## config.mk

```make
export PLATFORM = sky130hd
export DESIGN_NAME = fp_int_mac_bit_serial
export DESIGN_NICKNAME = d
export VERILOG_FILES = /design/src/rtl/fp_int_mac_bit_serial.sv
export SDC_FILE = /design/constraint.sdc
export NUM_CORES = 1
export LEC_CHECK = 0
export CAP_MARGIN = 20
export CORE_MARGIN = 2
export CORE_UTILIZATION = 62
export DETAILED_ROUTE_END_ITERATION = 6
export DONT_BUFFER_PORTS = 1
export GPL_TIMING_DRIVEN = 0
export PLACE_DENSITY = 0.82
export SYNTH_ARGS = -nofsm -noshare
export SYNTH_HDL_FRONTEND = slang
export SYNTH_SLANG_ARGS = --single-unit
```

## constraint.sdc

```tcl
create_clock -name clk -period 18.4 [get_ports clk]
set_input_delay 2.76 -clock clk [delete_from_list [all_inputs] [get_ports clk]]
set_output_delay 2.76 -clock clk [all_outputs]
set_load 0.005 [all_outputs]
```

## src/rtl/fp_int_mac_bit_serial.sv

```systemverilog
// Bit-serial FP16 x INT MAC: one weight bit per valid cycle, LSB first, sign bit last.
// Optional subnormal decode is enabled with FP_INT_MAC_SUBNORMAL_EN; otherwise e=0 flushes to zero.
module fp_int_mac_bit_serial #(
   parameter int ACT_WIDTH = 16,
   parameter int ACC_WIDTH = 32
) (
   input  logic                 clk,
   input  logic                 rst,
   input  logic                 valid,
   input  logic [3:0]           precision,
   input  logic                 set,
   input  logic [ACT_WIDTH-1:0] act,
   input  logic                 w,
   input  logic [4:0]           exp_min,
   input  logic [ACC_WIDTH-1:0] fixed_point_acc,
   output logic [4:0]           exp_out,
   output logic [ACC_WIDTH-1:0] fixed_point_out,
   output logic                 done
);

   logic [ACC_WIDTH-1:0]        acc;
   logic [3:0]                  cnt;
   logic signed [ACC_WIDTH-1:0] aligned;
   logic [3:0]                  nbits;
   logic [4:0]                  exp_r;

   logic [4:0]                  e_raw;
   logic [4:0]                  e_eff;
   logic [10:0]                 mant;
   logic [ACC_WIDTH+31:0]       wide;
   logic [ACC_WIDTH-1:0]        mag;
   logic signed [ACC_WIDTH-1:0] decoded;
   logic signed [ACC_WIDTH-1:0] cur_aligned;
   logic [3:0]                  cur_n;
   logic [ACC_WIDTH-1:0]        term;
   logic                        last;

   // The wide intermediate keeps left shifts of up to 30 exact before truncating to ACC_WIDTH.
   always_comb begin
      e_raw = act[14:10];
      e_eff = (e_raw == 5'd31) ? 5'd30 : e_raw;
`ifdef FP_INT_MAC_SUBNORMAL_EN
      if (e_raw == 5'd0) begin
         mant  = {1'b0, act[9:0]};
         e_eff = 5'd1;
      end else begin
         mant  = {1'b1, act[9:0]};
      end
`else
      mant = (e_raw == 5'd0) ? 11'd0 : {1'b1, act[9:0]};
`endif
      wide        = '0;
      wide[10:0]  = mant;
      if (e_eff >= exp_r) wide = wide << (e_eff - exp_r);
      else                wide = wide >> (exp_r - e_eff);
      mag         = wide[ACC_WIDTH-1:0];
      decoded     = act[15] ? -signed'(mag) : signed'(mag);
      cur_aligned = (cnt == 4'd0) ? decoded : aligned;
      cur_n       = (cnt != 4'd0) ? nbits : ((precision == 4'd0) ? 4'd1 : precision);
      last        = (cnt == cur_n - 4'd1);
      term        = cur_aligned << cnt;
   end

   always_ff @(posedge clk or negedge rst) begin
      if (!rst) begin
         acc     <= '0;
         cnt     <= '0;
         aligned <= '0;
         nbits   <= 4'd1;
         exp_r   <= '0;
         done    <= 1'b0;
      end else begin
         done <= 1'b0;
         if (set) begin
            acc   <= fixed_point_acc;
            exp_r <= exp_min;
            cnt   <= '0;
         end else if (valid) begin
            if (cnt == 4'd0) begin
               aligned <= decoded;
               nbits   <= cur_n;
            end
            // Bit N-1 carries negative weight in two's complement.
            if (w) acc <= last ? (acc - term) : (acc + term);
            if (last) begin
               cnt  <= '0;
               done <= 1'b1;
            end else begin
               cnt <= cnt + 4'd1;
            end
         end
      end
   end

   assign fixed_point_out = acc;
   assign exp_out         = exp_r;

endmodule

```

==> impl_results.md <==
* Seq/Total Area, Yosys at 17.10%
* Synth Instances at 1,538
* Final setup violation count at 0
* Nets@finish at 1,659
* Die span in x at 139.7 µm
* Filler instances at 1,660
* Worst Clk Skew at 15.59 ps
* Largest area contributor in the synthesized netlist: dfrtp_1
* Req. time, crit path at 18,650 ps
* Core ar. at 18,020 µm²
* EDFF count, synth at 0
* Most common cell after layout, fill and taps aside: nand2_1
* Max-cap viol count at 0
* RSZ-0062 raised after global routing: false
* Most frequent cells in the layout: nand2_1 (206), nor2_1 (147), o21ai_0 (120)
* Max Buffers Root-to-Sink at 2
* Vias in the first global route at 11.74k
* Drt pass-1 iters at 7
* Ant diodes at 0
* CP endpoint kind: flip-flop
* TritonCTS Buffers at 9
* Clk slew on worst S/H paths at 70 ps
* Async set or reset register ratio after synthesis at 100.0%
* Synthesized flop and latch total at 78
* Clk_lat worst skew at 370 ps
* Post_cts resized at 0
* I/O Pins at 100
* Final Critical Period at 11,870 ps
* Status: complete, no violations
* Slew @ Worst Pin at 1075 ps
* Clock sinks at 78
* Period utilisation layout at 64.51%
* Mapped Avg Cell Area at 7.425 µm²
* Startpoint Class: input pin
* Initial antenna violation count at 0
* Global route overflow at 0
* Top cells by area, synth: dfrtp_1 (17%), nand2_1 (6.8%), mux2i_1 (6.4%), o21ai_0 (5.3%), ha_1 (4.9%)
* Hold buffers post-CTS at 0
* IO buf count at 0
* Detailed placer's ending HPWL at 31,590 µm
* Die Area at 19,520 µm²
* Post-CTS setup buffers at 0
* Total GRT Usage at 40.65%
* Largest net degree at the start of global routing at 79
* Final Hold Viols at 0
* Worst-path fanout max at 10
* Hold path depth at 2
* Initial DRC count at 1,592
* Vias per cell at 7.015
* Worst hold path type: flip-flop to flip-flop
* Core Rows at 49
* Slew Limit Fails at 0
* Top-area cell type share of the netlist area at 16.87%
* Syn nets at 1,648
* Critical path type: input pin to flip-flop
* Root buffer cell: clkbuf_16
* Crit path DAT at 12,120 ps
* Worst R2R Path Depth at 36
* Routed length per placed instance at 22.69 µm
* Critical Path Slowest Stage Cell: nor3_1
* Vias at 12.51k
* Routed Wire Length at 40,450 µm
* Max Freq at 0.08424 GHz
* PD cells at 172.5 nW/µm²
* Main synth FF type: dfrtp_1
* Synth-to-Final Area Change at 4.908%
* First-pass GRT wire length at 63,760 µm
* Initial Util at 63.36%
* H-Tree Depth at 3
* Leak at 0.005060 µW
* Placer Congestion at 1.008
* Share of layout cells above drive strength 1 at 8.237%
* # DRC at 0
* Yosys warning count at 0
* Max-Slew Margin vs Limit at 28.36%
* Max VDD drop at 0.1509 mV
* CTS tree: done
* Antenna Nets Post-Route at 0
* Setup_tns at 0 ps
* Synth cell types at 103
* Mapped cell area at 11,420 µm²
* Hold WS at 483.8 ps
* Die H at 139.7 µm
* Worst path max stage delay at 740 ps
-- per-layer routing --
layer	vias to the layer above	part of all wire, %	GRT usage, %
met4	0	3.5	14.89
met3	117	12	9.635
li1	5720	-	-
met5	-	0	0
met1	5885	43	58.65
met2	785	42	59.02
-- through the flow --
stage	utilization, %	instance area, µm²	setup WS (ps)	total power [µW]	cells
3_5_place_dp	64.95	11710	6568	1830	1767
6_report	66.47	11980	6530	2066	1783
2_1_floorplan	-	11420	8065	1482	1538
3_3_place_gp	64.95	11710	6684	1800	1767
5_1_grt	66.47	11980	6053	2226	1783
4_1_cts	66.47	11980	6867	2016	1783
-- synthesized netlist by cell type (18+ instances only) --
library cell and number:
mux2_2 30, nor2_1 147, ha_1 45, mux2i_1 73, o21ai_0 120, and3_1 18, inv_1 39, a21oi_1 95
nand3_1 46, nand4_1 23, nand2_1 206, xnor2_1 48, a31oi_1 23, nor3_1 41, xor2_1 33, dfrtp_1 77
clkbuf_1 73
-- layout make-up --
cell class	instances	area [µm²]	area share (%)
sequential	78	1953	16.30
multi-input combinational	1312	8862	73.97
clock inverter	6	45.04	0.3760
tap	229	286.5	2.392
buffer	107	450.4	3.760
inverter	41	153.9	1.285
clock buffer	10	229.0	1.911
-- worst paths after layout --
| kind | startpoint | to | slack (ps) |
|---|---|---|---|
| min reg2reg | aligned[23] | aligned[23] | 480 |
| min | aligned[23] | aligned[23] | 480 |
| max | act[12] | fixed_point_out[30] | 6530 |
| max reg2reg | cnt[0] | fixed_point_out[30] | 7080 |
| max in group asynchronous | rst | nbits[0] | 16070 |
| min in group asynchronous | rst | aligned[11] | 2090 |
-- registers in the layout (all words and copies together), names as in the netlist --
name / cells
aligned: 32
nbits: 4
cnt: 4
done: 1
fixed_point_out: 32
exp_out: 5
-- logic make-up after synthesis --
kind of cell,after synthesis,synth area share (%)
multiplexers,121,12.78
XOR/XNOR,85,6.881
flip-flops,78,17.10
buffers and inverters,148,5.292
AO/OA/AOI/OAI,448,26.32
adder cells (fa/ha/maj),48,5.456
AND/OR/NAND/NOR,610,26.18
-- critical path, delay by kind of cell --
family | cells | cell delay [ps]
xor+xnor | 2 | 460
fa+ha+maj | 3 | 950
compound gates | 13 | 3380
buf+inv | 4 | 760
simple gates | 8 | 2050
mux | 6 | 1750
-- power breakdown --
group / leakage (µW) / internal [µW] / switching [µW] / total [µW]
clock: 0.000137 / 92.7 / 86.2 / 179
combinational: 0.00395 / 628 / 974 / 1600
sequential: 0.000973 / 230 / 55.3 / 286
Note: power is estimated with default switching activity, not from simulation.
